===== config.mk =====
export PLATFORM = sky130hd
export DESIGN_NAME = i2c_ioexp_target
export DESIGN_NICKNAME = d
export VERILOG_FILES = /design/src/rtl/i2c_ioexp_pkg.sv /design/src/rtl/i2c_ioexp_target_line_sync.sv /design/src/rtl/i2c_ioexp_target.sv
export SDC_FILE = /design/constraint.sdc
export NUM_CORES = 1
export LEC_CHECK = 0
export BUFFER_PORTS_ARGS = -buffer_cell sky130_fd_sc_hd__buf_4
export CAP_MARGIN = 25
export CORE_ASPECT_RATIO = 0.75
export CORE_UTILIZATION = 30
export CTS_BUF_LIST = sky130_fd_sc_hd__clkbuf_2
export CTS_CLUSTER_DIAMETER = 40
export CTS_CLUSTER_SIZE = 24
export DETAILED_ROUTE_END_ITERATION = 8
export PLACE_DENSITY = 0.47
export SKIP_CTS_REPAIR_TIMING = 1
export SYNTH_ARGS = -nofsm -noshare
export SYNTH_HDL_FRONTEND = slang
export SYNTH_SLANG_ARGS = --single-unit

===== constraint.sdc =====
create_clock -name clk -period 6.8 [get_ports clk]
set_clock_uncertainty 0.05 [all_clocks]
set_input_delay 1.7 -clock clk [delete_from_list [all_inputs] [get_ports clk]]
set_output_delay 1.7 -clock clk [all_outputs]
set_load 0.005 [all_outputs]

===== src/rtl/i2c_ioexp_pkg.sv =====
// ---------------------------------------------------------------------------
// i2c_ioexp_pkg
// Shared types and constants for the PCA9555-style I2C IO expander target.
//   i2c_tgt_state_t : bus-level protocol state of the target FSM
//   CMD_*           : command byte pointer values (register map index)
// ---------------------------------------------------------------------------
package i2c_ioexp_pkg;

    typedef enum logic [3:0] {
        ST_IDLE,
        ST_ADDR,
        ST_ADDR_ACK,
        ST_CMD,
        ST_CMD_ACK,
        ST_WR,
        ST_WR_ACK,
        ST_RD,
        ST_RD_ACK,
        ST_IGNORE
    } i2c_tgt_state_t;

    // Even pointers address port 0 (bits [7:0]), odd pointers port 1 (bits [15:8]).
    localparam logic [2:0] CMD_IN0  = 3'd0;
    localparam logic [2:0] CMD_IN1  = 3'd1;
    localparam logic [2:0] CMD_OUT0 = 3'd2;
    localparam logic [2:0] CMD_OUT1 = 3'd3;
    localparam logic [2:0] CMD_POL0 = 3'd4;
    localparam logic [2:0] CMD_POL1 = 3'd5;
    localparam logic [2:0] CMD_CFG0 = 3'd6;
    localparam logic [2:0] CMD_CFG1 = 3'd7;

endpackage


===== src/rtl/i2c_ioexp_target_line_sync.sv =====
// ---------------------------------------------------------------------------
// i2c_line_sync
// Brings one asynchronous I2C bus line into the clk domain and flags edges.
//   clk, reset : system clock, synchronous active-high reset
//   line_in    : raw bus line (async)
//   level      : synchronized level, aligned with the rise/fall strobes
//   rise, fall : one-cycle strobes, 3 clk cycles after the pin edge
// ---------------------------------------------------------------------------
module i2c_line_sync (
    input  logic clk,
    input  logic reset,
    input  logic line_in,
    output logic level,
    output logic rise,
    output logic fall
);

    logic sync1_q, sync1_d;
    logic sync2_q, sync2_d;
    logic level_q, level_d;
    logic rise_q,  rise_d;
    logic fall_q,  fall_d;

    always_comb begin
        sync1_d = line_in;
        sync2_d = sync1_q;
        level_d = sync2_q;
        rise_d  = sync2_q & ~level_q;
        fall_d  = ~sync2_q & level_q;
    end

    // Lines reset to the idle-high bus level so leaving reset never fakes an edge.
    always_ff @(posedge clk) begin
        if (reset) begin
            sync1_q <= 1'b1;
            sync2_q <= 1'b1;
            level_q <= 1'b1;
            rise_q  <= 1'b0;
            fall_q  <= 1'b0;
        end else begin
            sync1_q <= sync1_d;
            sync2_q <= sync2_d;
            level_q <= level_d;
            rise_q  <= rise_d;
            fall_q  <= fall_d;
        end
    end

    assign level = level_q;
    assign rise  = rise_q;
    assign fall  = fall_q;

endmodule


===== src/rtl/i2c_ioexp_target.sv =====
// ---------------------------------------------------------------------------
// i2c_ioexp_target
// I2C target emulating a 16-bit PCA9555-style IO expander.
//   clk, reset  : system clock, synchronous active-high reset
//   sclk        : I2C clock from the master (async)
//   sdata_in    : I2C data line as seen on the bus (async)
//   sdata_oe_n  : 0 = pull SDA low, 1 = release
//   io_in       : pin levels, [15:8] = port 1
//   io_out      : output register value
//   io_dir      : configuration register value (1 = input)
//   int_n       : active-low interrupt on change of an input pin
// ---------------------------------------------------------------------------
module i2c_ioexp_target
    import i2c_ioexp_pkg::*;
#(
    parameter logic [6:0]  ADDR      = 7'h20,
    parameter logic [15:0] OUT_RESET = 16'hFFFF,
    parameter logic [15:0] CFG_RESET = 16'hFFFF
) (
    input  logic        clk,
    input  logic        reset,
    input  logic        sclk,
    input  logic        sdata_in,
    output logic        sdata_oe_n,
    input  logic [15:0] io_in,
    output logic [15:0] io_out,
    output logic [15:0] io_dir,
    output logic        int_n
);

    logic scl_level, scl_rise, scl_fall;
    logic sda_level, sda_rise, sda_fall;

    i2c_line_sync u_scl_sync (
        .clk     (clk),
        .reset   (reset),
        .line_in (sclk),
        .level   (scl_level),
        .rise    (scl_rise),
        .fall    (scl_fall)
    );

    i2c_line_sync u_sda_sync (
        .clk     (clk),
        .reset   (reset),
        .line_in (sdata_in),
        .level   (sda_level),
        .rise    (sda_rise),
        .fall    (sda_fall)
    );

    i2c_tgt_state_t state_q, state_d;
    logic [2:0]  bit_cnt_q, bit_cnt_d;
    logic [7:0]  shift_q,   shift_d;
    logic [2:0]  ptr_q,     ptr_d;
    logic        rw_q,      rw_d;
    logic        oe_n_q,    oe_n_d;
    logic [15:0] out_q,     out_d;
    logic [15:0] pol_q,     pol_d;
    logic [15:0] cfg_q,     cfg_d;
    logic [15:0] snap_q,    snap_d;
    logic        int_n_q,   int_n_d;

    // Three stages so the pin-to-compare delay matches the bus lines' sync + edge path.
    logic [15:0] io_s1_q, io_s2_q, io_s3_q;

    logic        start_det, stop_det;
    logic [7:0]  rx_byte;
    logic [7:0]  rd_byte;
    logic        load_en;
    logic [2:0]  load_ptr;

    assign start_det = sda_fall & scl_level;
    assign stop_det  = sda_rise & scl_level;
    assign rx_byte   = {shift_q[6:0], sda_level};

    function automatic logic [7:0] read_reg(input logic [2:0] p);
        logic [15:0] in_val;
        in_val = io_s3_q ^ pol_q;
        case (p)
            CMD_IN0:  read_reg = in_val[7:0];
            CMD_IN1:  read_reg = in_val[15:8];
            CMD_OUT0: read_reg = out_q[7:0];
            CMD_OUT1: read_reg = out_q[15:8];
            CMD_POL0: read_reg = pol_q[7:0];
            CMD_POL1: read_reg = pol_q[15:8];
            CMD_CFG0: read_reg = cfg_q[7:0];
            default:  read_reg = cfg_q[15:8];
        endcase
    endfunction

    assign load_ptr = (state_q == ST_RD_ACK) ? (ptr_q ^ 3'd1) : ptr_q;
    assign rd_byte  = read_reg(load_ptr);

    always_comb begin
        state_d   = state_q;
        bit_cnt_d = bit_cnt_q;
        shift_d   = shift_q;
        ptr_d     = ptr_q;
        rw_d      = rw_q;
        oe_n_d    = oe_n_q;
        out_d     = out_q;
        pol_d     = pol_q;
        cfg_d     = cfg_q;
        load_en   = 1'b0;

        if (start_det) begin
            state_d   = ST_ADDR;
            bit_cnt_d = 3'd0;
            oe_n_d    = 1'b1;
        end else if (stop_det) begin
            state_d   = ST_IDLE;
            oe_n_d    = 1'b1;
        end else begin
            case (state_q)
                ST_ADDR: begin
                    if (scl_rise) begin
                        shift_d   = rx_byte;
                        bit_cnt_d = bit_cnt_q + 3'd1;
                        if (bit_cnt_q == 3'd7) begin
                            rw_d    = sda_level;
                            state_d = (rx_byte[7:1] == ADDR) ? ST_ADDR_ACK : ST_IGNORE;
                        end
                    end
                end
                // ACK states: the first SCL fall starts driving the ACK, the
                // second (after the master clocked it) ends the ACK slot.
                ST_ADDR_ACK: begin
                    if (scl_fall) begin
                        if (oe_n_q) begin
                            oe_n_d = 1'b0;
                        end else begin
                            bit_cnt_d = 3'd0;
                            if (rw_q) begin
                                load_en = 1'b1;
                                oe_n_d  = rd_byte[7];
                                shift_d = {rd_byte[6:0], 1'b0};
                                state_d = ST_RD;
                            end else begin
                                oe_n_d  = 1'b1;
                                state_d = ST_CMD;
                            end
                        end
                    end
                end
                ST_CMD: begin
                    if (scl_rise) begin
                        shift_d   = rx_byte;
                        bit_cnt_d = bit_cnt_q + 3'd1;
                        if (bit_cnt_q == 3'd7) begin
                            ptr_d   = rx_byte[2:0];
                            state_d = ST_CMD_ACK;
                        end
                    end
                end
                ST_CMD_ACK, ST_WR_ACK: begin
                    if (scl_fall) begin
                        if (oe_n_q) begin
                            oe_n_d = 1'b0;
                        end else begin
                            oe_n_d    = 1'b1;
                            bit_cnt_d = 3'd0;
                            state_d   = ST_WR;
                        end
                    end
                end
                ST_WR: begin
                    if (scl_rise) begin
                        shift_d   = rx_byte;
                        bit_cnt_d = bit_cnt_q + 3'd1;
                        if (bit_cnt_q == 3'd7) begin
                            // Input registers are read-only: the byte is acked but dropped.
                            case (ptr_q)
                                CMD_OUT0: out_d[7:0]  = rx_byte;
                                CMD_OUT1: out_d[15:8] = rx_byte;
                                CMD_POL0: pol_d[7:0]  = rx_byte;
                                CMD_POL1: pol_d[15:8] = rx_byte;
                                CMD_CFG0: cfg_d[7:0]  = rx_byte;
                                CMD_CFG1: cfg_d[15:8] = rx_byte;
                                default:  ;
                            endcase
                            ptr_d   = ptr_q ^ 3'd1;
                            state_d = ST_WR_ACK;
                        end
                    end
                end
                ST_RD: begin
                    if (scl_fall) begin
                        oe_n_d  = shift_q[7];
                        shift_d = {shift_q[6:0], 1'b0};
                    end else if (scl_rise) begin
                        bit_cnt_d = bit_cnt_q + 3'd1;
                        if (bit_cnt_q == 3'd7) begin
                            state_d = ST_RD_ACK;
                        end
                    end
                end
                // The next byte is loaded at the master's ACK; its MSB goes
                // out on the following SCL fall from ST_RD.
                ST_RD_ACK: begin
                    if (scl_fall) begin
                        oe_n_d = 1'b1;
                    end else if (scl_rise) begin
                        if (!sda_level) begin
                            load_en   = 1'b1;
                            ptr_d     = ptr_q ^ 3'd1;
                            shift_d   = rd_byte;
                            bit_cnt_d = 3'd0;
                            state_d   = ST_RD;
                        end else begin
                            oe_n_d  = 1'b1;
                            state_d = ST_IGNORE;
                        end
                    end
                end
                ST_IGNORE: begin
                    oe_n_d = 1'b1;
                end
                ST_IDLE: begin
                    oe_n_d = 1'b1;
                end
                default: begin
                    state_d = ST_IDLE;
                    oe_n_d  = 1'b1;
                end
            endcase
        end
    end

    // Loading a port's input register for a read re-arms that port's change detector.
    always_comb begin
        snap_d = snap_q;
        if (load_en) begin
            if (load_ptr == CMD_IN0) begin
                snap_d[7:0] = io_s3_q[7:0];
            end else if (load_ptr == CMD_IN1) begin
                snap_d[15:8] = io_s3_q[15:8];
            end
        end
        int_n_d = ~|((io_s3_q ^ snap_q) & cfg_q);
    end

    // Free-running pin synchronizer; it keeps tracking io_in during reset so
    // the snapshots can be initialized from it.
    always_ff @(posedge clk) begin
        io_s1_q <= io_in;
        io_s2_q <= io_s1_q;
        io_s3_q <= io_s2_q;
    end

    always_ff @(posedge clk) begin
        if (reset) begin
            state_q   <= ST_IDLE;
            bit_cnt_q <= 3'd0;
            shift_q   <= 8'd0;
            ptr_q     <= 3'd0;
            rw_q      <= 1'b0;
            oe_n_q    <= 1'b1;
            out_q     <= OUT_RESET;
            pol_q     <= 16'd0;
            cfg_q     <= CFG_RESET;
            snap_q    <= io_s3_q;
            int_n_q   <= 1'b1;
        end else begin
            state_q   <= state_d;
            bit_cnt_q <= bit_cnt_d;
            shift_q   <= shift_d;
            ptr_q     <= ptr_d;
            rw_q      <= rw_d;
            oe_n_q    <= oe_n_d;
            out_q     <= out_d;
            pol_q     <= pol_d;
            cfg_q     <= cfg_d;
            snap_q    <= snap_d;
            int_n_q   <= int_n_d;
        end
    end

    assign sdata_oe_n = oe_n_q;
    assign io_out     = out_q;
    assign io_dir     = cfg_q;
    assign int_n      = int_n_q;

endmodule


==> results of run 1 <==
## registers in the layout, indices dropped and copies added (netlist names), 4 cells and up
signal and count:
io_dir 16, io_out 16, io_s1_q 16, io_s2_q 16, io_s3_q 16, pol_q 16, shift_q 8, snap_q 16
state_q 4
## path summary, 6_finish.rpt
kind	end	slack, ns
min	io_s3_q[15]$_DFF_P_	0.30
max	io_dir[0]	3.55
min reg2reg	io_s3_q[15]$_DFF_P_	0.30
max reg2reg	shift_q[4]$_SDFFE_PP0P_	3.62
## kinds of logic (layout without fill, tap and decap cells)
group | Yosys count | count (layout) | share of synthesized area
AND/OR/NAND/NOR | 194 | 194 | 0.1707
flip-flops | 143 | 143 | 0.5080
AO/OA/AOI/OAI | 124 | 124 | 0.1535
buffers and inverters | 59 | 105 | 0.04016
multiplexers | 42 | 42 | 0.07654
XOR/XNOR | 31 | 31 | 0.04689
adder cells (fa/ha/maj) | 2 | 2 | 0.004205
other | 0 | 1 | 0
## layer usage
metal  vias to the layer above  track usage  share of wire
met3                        11      0.04595          0.057
li1                       2172            -              -
met1                      2185       0.2633           0.54
met4                         0      0.04186         0.0092
met2                       144       0.2282           0.40
met5                         -            0              0
## where the power goes
| group | switching [uW] | total, uW | leakage (uW) | internal (uW) |
|---|---|---|---|---|
| clock network | 344 | 526 | 0.000150 | 182 |
| registers | 14.3 | 893 | 0.00120 | 879 |
| logic | 33.4 | 60.6 | 0.00111 | 27.3 |
## per-stage QoR
stage	power (uW)	cell area, um^2	setup slack, ns	util
finish	1480	6785	3.550	0.3501
global route	1554	6785	3.377	0.3501
detailed placement	970.4	6516	3.480	0.3363
floorplan	944.5	5951	3.988	-
global placement	970.0	6516	3.548	0.3363
CTS	1504	6775	3.451	0.3496
## cell usage in the layout, fill, tap and decap left out, types with 11 or more instances in the layout
| cell type | netlist | final |
|---|---|---|
| dfxtp_1 | 127 | 127 |
| a21oi_1 | 15 | 15 |
| a211o_1 | 30 | 30 |
| buf_4 | 0 | 59 |
| nand2b_1 | 15 | 15 |
| xnor2_1 | 14 | 14 |
| nand2_1 | 34 | 34 |
| clkbuf_2 | 2 | 17 |
| nor2_1 | 70 | 70 |
| edfxtp_1 | 16 | 16 |
| o211ai_1 | 11 | 11 |
| xor2_1 | 16 | 16 |
| nor2b_1 | 26 | 26 |
| o21ai_0 | 17 | 17 |
| mux2i_1 | 32 | 32 |
| inv_1 | 14 | 14 |
## area by class of cell
cell class	count	area, um^2
flip-flops and latches	143	3023
clock buffers	17	85.08
diodes	1	2.502
multi-input cells	393	2689
clock inverters	15	173.9
fillers	2021	12590
inverters	14	52.55
well taps	253	316.6
repair buffers	59	442.9
==> out/metrics.yaml, run 1 <==
run_status:
  status: "finished clean"
worst_setup_path:
  reg2reg_from: "state_q[3]$_SDFFE_PP0P_"
  startpoint: "io_dir[0]$_SDFFE_PP1P_"
  critical_path_class: "reg2out"
  crit_path_end_kind: "primary output"
  cpLargestDelayFamily: "flip-flops"
  path_max_fanout: 4
  required_ns: 5.05
  cp-start-kind: "register"
  cp_data_arrival_time_ns: 1.50
  worstSetupPathDepth: 1
  cp_slowest_cell: "dfxtp_1"
  cp_num_buf_inv: 1
  crit_path_cell_trace: "buf_4"
  rr_worst_depth: 6
  slowest_delay_ns: 0.60
pwr:
  irDropWorstVdd_mv: 0.1295
  leakagePower_uw: 0.002460
  power_density_nw_per_um2: 218.1
timing:
  fin_crit_ns: 3.250
  relSlewSlack: 0.4032
  holdWs_ns: 0.2987
  fin_tns_setup_ns: 0
  hold_violations: 0
  rsz0062_at_grt: "false"
  setup_viol: 0
  fmax_ghz: 0.3077
  tightest_slew_ns: 0.8915
  timing.final.crit_share: 0.4780
  slew_viol_final: 0
final_layout:
  stdcell_count: 895
  area.growth.synth_to_final_pct: 14.02
  drive_gt1_frac: 0.1763
  final_net_count: 650
synthesis:
  postSynthCellCount: 595
  yosysUniqueCellTypes: 58
  synth_seq_cells: 143
  synth.avg_cell_area_um2: 10.00
  yosys-top-cells-area: "dfxtp_1 (43%), edfxtp_1 (8.1%), mux2i_1 (5.4%)"
  synth_ff_type: "dfxtp_1"
  synth_area_um2: 5951
  synth_edf_count: 16
  synthTopCellsByCount: "dfxtp_1 (127), nor2_1 (70), nand2_1 (34)"
  yosys.area.top_type_share: 0.4272
  async_flop_share: 0
  synth_nets: 617
  ys_warn_count: 0
  yosysMostFrequentCell: "dfxtp_1"
  synth_area_leader_cell: "dfxtp_1"
  ys_seq_area_frac: 0.5080
clock_tree:
  clkTransAtPathRegs_ns: 0.22
  worstSkewPairLatency_ns: 0.71
  numCtsBuffers: 17
  cts_tree: "built"
  root_buffer: "clkbuf_2"
  cts.htree.levels: 4
  cts_num_sinks: 143
  clock_path_buffers: 2
die:
  io_pins: 54
  die_area_um2: 20410
  std_cell_rows: 44
  chipHeight_um: 124.0
  die_x_um: 164.6
  start_util: 0.3071
  coreArea_um2: 19380
global_route:
  grt_pass1_wl_mm: 25.35
  grt_pass1_vias: 4203
  overflow: 0
  antenna_found_initial: 1
  grt_max_degree: 71
  track_usage: 0.1707
run:
  max-cap-violations: 0
drt:
  drtAntennaViolNets: 0
  drtIter0Drc: 492
  drc: 0
  totalWireLength_mm: 16.38
  drt-pass1-iter-count: 5
  num_vias: 4512
  vias_per_cell: 5.041
  wl_per_cell_um: 18.30
placement:
  dpl.cell_count: 861
  place_congestion: 0.8753
  port_buffers: 53
  dp_hpwl_mm: 11.66
min_path:
  min_from: "io_s2_q[15]$_DFF_P_"
  hold_depth: 0
  worst_hold_path_type: "reg2reg"
Power figures use the tool's default switching activity.
==> run 2: changes to the inputs <==
- PLACE_DENSITY: 0.47 -> 0.49
- clock period: 6.8 -> 2.9 ns (I/O delays scaled with it)
==> out/metrics.yaml, run 2 (same netlist as run 1, synthesis figures left out) <==
worst_setup_path:
  path_max_fanout: 15  # +11
  cpLargestDelayFamily: "simple AND/OR/NAND/NOR gates"
  cp_slowest_cell: "dfxtp_1"
  worst_path_most_repeated_cell: "nand2_1"
  cp_num_buf_inv: 0  # -1
  crit_path_end_kind: "register"
  cp-start-kind: "register"
  critical_path_class: "reg2reg"
  crit_path_cell_trace: "nor2_1, nand3b_1, o32a_1, nor4_1, nand2_1, nand2_1"
  slowest_delay_ns: 0.50  # -0.10 ns
  required_ns: 3.26  # -1.79 ns
  cp_data_arrival_time_ns: 2.93  # +1.43 ns
drt:
  wl_per_cell_um: 18.28  # about the same
  drtAntennaViolNets: 0  # unchanged
  drtIter0Drc: 445  # -9.6%
  vias_per_cell: 5.063  # +0.44%
  num_vias: 4709  # +4.4%
  drt-pass1-iter-count: 5  # unchanged
  totalWireLength_mm: 17.01  # +3.8%
  drc: 0  # unchanged
global_route:
  antenna_found_initial: 0  # -1
  grt_pass1_vias: 4441  # +5.7%
  grt_max_degree: 42  # -41%
  track_usage: 0.1781  # +0.007407
  overflow: 0  # unchanged
  grt_pass1_wl_mm: 26.35  # +3.9%
final_layout:
  final_net_count: 686  # +5.5%
  stdcell_count: 930  # +3.9%
  fillers: 1971  # -2.5%
  drive_gt1_frac: 0.1979  # +0.02165
  fin_area_um2: 7093  # +4.5%
  layout_commonest_cell: "dfxtp_1"
  n_antenna_cell: 0  # -1
  area.growth.synth_to_final_pct: 19.20
  final_cell_mix: "dfxtp_1 (127), buf_4 (77), nor2_1 (70)"
  post-route-util: 0.3660  # +0.01588
die:
  start_util: 0.3071  # unchanged
  die_area_um2: 20410  # unchanged
  std_cell_rows: 44  # unchanged
  die_x_um: 164.6  # unchanged
  coreArea_um2: 19380  # unchanged
  io_pins: 54  # unchanged
  chipHeight_um: 124.0  # unchanged
clock_tree:
  clock_path_buffers: 2  # unchanged
  clkTransAtPathRegs_ns: 0.22  # about the same
  root_buffer: "clkbuf_2"
  cts_num_sinks: 143  # unchanged
  worstSkewPairLatency_ns: 0.72  # about the same
  numCtsBuffers: 17  # unchanged
  cts.htree.levels: 4  # unchanged
  cts_tree: "built"
placement:
  dp_hpwl_mm: 12.18  # +4.5%
  dpl_cell_area_um2: 6699  # +2.8%
  port_buffers: 53  # unchanged
  dpl.cell_count: 882  # +2.4%
  place_congestion: 0.8965  # +2.4%
timing:
  timing.final.crit_share: 0.8863
  rsz0062_at_grt: "false"
  relSlewSlack: 0.5238  # +0.1206
  slew_viol_final: 0  # unchanged
  fin_tns_setup_ns: 0  # unchanged
  fmax_ghz: 0.3891
  setup_viol: 0  # unchanged
  hold_violations: 0  # unchanged
  holdWs_ns: 0.1251  # -0.1736 ns
  tightest_slew_ns: 0.7068  # -0.1846 ns
  fin_crit_ns: 2.570
run:
  max-cap-violations: 0  # unchanged
pwr:
  power_density_nw_per_um2: 482.6  # +120%
  irDropWorstVdd_mv: 0.2401  # +85%
  leakagePower_uw: 0.002617  # +6.4%
run_status:
  status: "finished clean"
min_path:
  worst_hold_path_type: "in2reg"
run 2: worst paths after layout:
kind / from / end / slack [ns] / cells after the start
max reg2reg: state_q[1]$_SDFFE_PP0P_ / snap_q[2]$_DFFE_PP_ / 0.33 / 6
min reg2reg: io_s1_q[12]$_DFF_P_ / io_s2_q[12]$_DFF_P_ / 0.28 / 0
min: sdata_in / u_sda_sync.sync1_q$_SDFF_PP1_ / 0.13 / 2
max: state_q[1]$_SDFFE_PP0P_ / snap_q[2]$_DFFE_PP_ / 0.33 / 6
run 2: area by class of cell:
class	count	area [um^2]	share of cell area
sequential	143	3023	0.4262
clock inverter	14	143.9	0.02029
timing repair buffer	95	778.2	0.1097
inverter	14	52.55	0.007409
multi-input combinational	393	2689	0.3791
tap	253	316.6	0.04463
clock buffer	18	90.09	0.01270
run 2: stage by stage:
stage | setup slack, ns | total power, uW
after floorplan | 0.7524 | 2215
after global placement | 0.4243 | 2283
after detailed placement | 0.3576 | 2284
after CTS | 0.3183 | 3458
after global routing | 0.1256 | 3599
final | 0.3297 | 3423
run 2: power breakdown:
group          total, uW  switching (uW)  leakage, uW  internal (uW)
registers           2090            29.0      0.00120           2060
logic                173            90.7      0.00128           82.1
clock network       1160             819     0.000133            342
total               3420             939      0.00262           2480
run 2: routing by layer:
| layer | wire (um) | track usage |
|---|---|---|
| met4 | 153 | 0.05161 |
| met1 | 8823 | 0.2681 |
| met5 | 0 | 0 |
| met3 | 1251 | 0.04962 |
| met2 | 6777 | 0.2419 |
==> run 3: changes to the inputs <==
- PLACE_DENSITY: 0.49 -> 0.47
- REMOVE_ABC_BUFFERS: default -> 1
- clock period: 2.9 -> 2.76 ns (I/O delays scaled with it)
==> out/metrics.yaml, run 3 (same netlist as run 1, synthesis figures left out) <==
final_layout:
  drive_gt1_frac: 0.2020  # +0.004118
  layout_commonest_cell: "dfxtp_1"
  final_cell_mix: "dfxtp_1 (127), buf_4 (81), nor2_1 (70)"
  stdcell_count: 936  # +0.65%
  area.growth.synth_to_final_pct: 19.87
  n_antenna_cell: 0  # unchanged
  final_net_count: 692  # +0.87%
  fillers: 2014  # +2.2%
die:
  die_x_um: 164.6  # unchanged
  chipHeight_um: 124.0  # unchanged
  std_cell_rows: 44  # unchanged
  io_pins: 54  # unchanged
  die_area_um2: 20410  # unchanged
  start_util: 0.3071  # unchanged
  coreArea_um2: 19380  # unchanged
clock_tree:
  numCtsBuffers: 17  # unchanged
  cts_num_sinks: 143  # unchanged
  cts.htree.levels: 4  # unchanged
  root_buffer: "clkbuf_2"
  clock_path_buffers: 2  # unchanged
  clkTransAtPathRegs_ns: 0.23  # about the same
  worstSkewPairLatency_ns: 0.71  # about the same
  cts_tree: "built"
drt:
  num_vias: 4593  # -2.5%
  drtAntennaViolNets: 0  # unchanged
  drt-pass1-iter-count: 5  # unchanged
  drc: 0  # unchanged
  drtIter0Drc: 320  # -28%
  totalWireLength_mm: 16.05  # -5.6%
  vias_per_cell: 4.907  # -3.1%
  wl_per_cell_um: 17.15  # -6.2%
timing:
  timing.final.crit_share: 0.9009  # +0.01459
  timing.final.ws_setup_ns: 0.2736  # -0.05617 ns
  tightest_slew_ns: 0.6200  # -0.08685 ns
  hold_violations: 0  # unchanged
  fin_tns_setup_ns: 0  # unchanged
  fmax_ghz: 0.4022  # +3.4%
  setup_viol: 0  # unchanged
  rsz0062_at_grt: "false"
  slew_viol_final: 0  # unchanged
  relSlewSlack: 0.5863  # +0.06254
  fin_crit_ns: 2.486  # -0.08383 ns
placement:
  dp_slack_ns: 0.1180  # -0.2396 ns
  port_buffers: 53  # unchanged
  dpl.cell_count: 886  # +0.45%
  place_congestion: 0.8380  # -6.5%
  dp_hpwl_mm: 11.55  # -5.2%
global_route:
  antenna_found_initial: 0  # unchanged
  overflow: 0  # unchanged
  grt_pass1_wl_mm: 25.26  # -4.1%
  track_usage: 0.1668  # -0.01130
  grt_pass1_vias: 4415  # -0.59%
  grt_max_degree: 42  # unchanged
pwr:
  pwr-share-seq: 0.616  # +0.006
  clockPowerShare: 0.332  # -0.007
  irDropWorstVdd_mv: 0.3060  # +27%
  p_switching_uw: 958.5  # +2.1%
  p_int_uw: 2604  # +4.8%
  finalPower_uw: 3562  # +4.1%
  swShare: 0.2691  # -0.005156
  pwr-share-comb: 0.051  # about the same
  power_density_nw_per_um2: 499.4  # +3.5%
  leakagePower_uw: 0.002653  # +1.4%
worst_setup_path:
  slowest_delay_ns: 0.50  # about the same
  cp-start-kind: "register"
  path_max_fanout: 11  # -4
  required_ns: 3.12  # -0.14 ns
  critical_path_class: "reg2reg"
  cp_data_arrival_time_ns: 2.85  # -0.08 ns
  crit_path_end_kind: "register"
  cp_slowest_cell: "dfxtp_1"
  crit_path_cell_trace: "nor2_1, nand3b_1, o32a_1, nor4_1, buf_4, nand2_1, nand2_2"
run:
  max-cap-violations: 0  # unchanged
min_path:
  worst_hold_path_type: "reg2reg"
run_status:
  status: "finished clean"
-- run 3: worst paths after layout --
check,from,end,slack [ns],cells past startpoint
worst min-delay path,io_s1_q[11]$_DFF_P_,io_s2_q[11]$_DFF_P_,0.29,0
worst max-delay path,state_q[1]$_SDFFE_PP0P_,snap_q[15]$_DFFE_PP_,0.27,7
worst min register to register,io_s1_q[11]$_DFF_P_,io_s2_q[11]$_DFF_P_,0.29,0
worst max register to register,state_q[1]$_SDFFE_PP0P_,snap_q[15]$_DFFE_PP_,0.27,7
-- run 3: final cells by class --
cell class                      count  area, um^2  share of cell area
Tap cell                          253       316.6             0.04438
Timing Repair Buffer              101       828.3              0.1161
Multi-Input combinational cell    393        2691              0.3773
Clock buffer                       18       90.09             0.01263
Clock inverter                     14       131.4             0.01842
Sequential cell                   143        3023              0.4238
Inverter                           14       52.55            0.007367
-- run 3: critical path: cells and delay by family, from the launching register on --
| family | cells | cell delay, ns |
|---|---|---|
| buffers and inverters | 1 | 0.18 |
| AO/OA/AOI/OAI | 1 | 0.36 |
| AND/OR/NAND/NOR | 5 | 1.10 |
| flip-flops | 1 | 0.50 |
-- run 3: routing by layer --
metal  vias to the layer above  GRT usage  part of all wire
met3                        12    0.04396             0.041
met4                         0    0.04587             0.012
met1                      2222     0.2296              0.50
met2                       104     0.2568              0.45
li1                       2255          -                 -
met5                         -          0                 0
-- run 3: metrics by stage --
| stage | utilization | hold WS (ns) | area [um^2] |
|---|---|---|---|
| global route | 0.3681 | 0.1756 | 7133 |
| floorplan | - | 0.2596 | 5764 |
| finish | 0.3681 | 0.2899 | 7133 |
| detailed placement | 0.3472 | 0.2621 | 6729 |
| global placement | 0.3472 | 0.2598 | 6729 |
| CTS | 0.3587 | -0.09647 | 6950 |
-- run 3: power by group through the flow --
stage | sequential (uW) | combinational [uW] | clock (uW)
after floorplan | 2230 | 83.8 | 0
after global placement | 2240 | 163 | 0
after detailed placement | 2240 | 164 | 0
after CTS | 2200 | 165 | 1240
after global routing | 2200 | 200 | 1340
final | 2190 | 183 | 1180
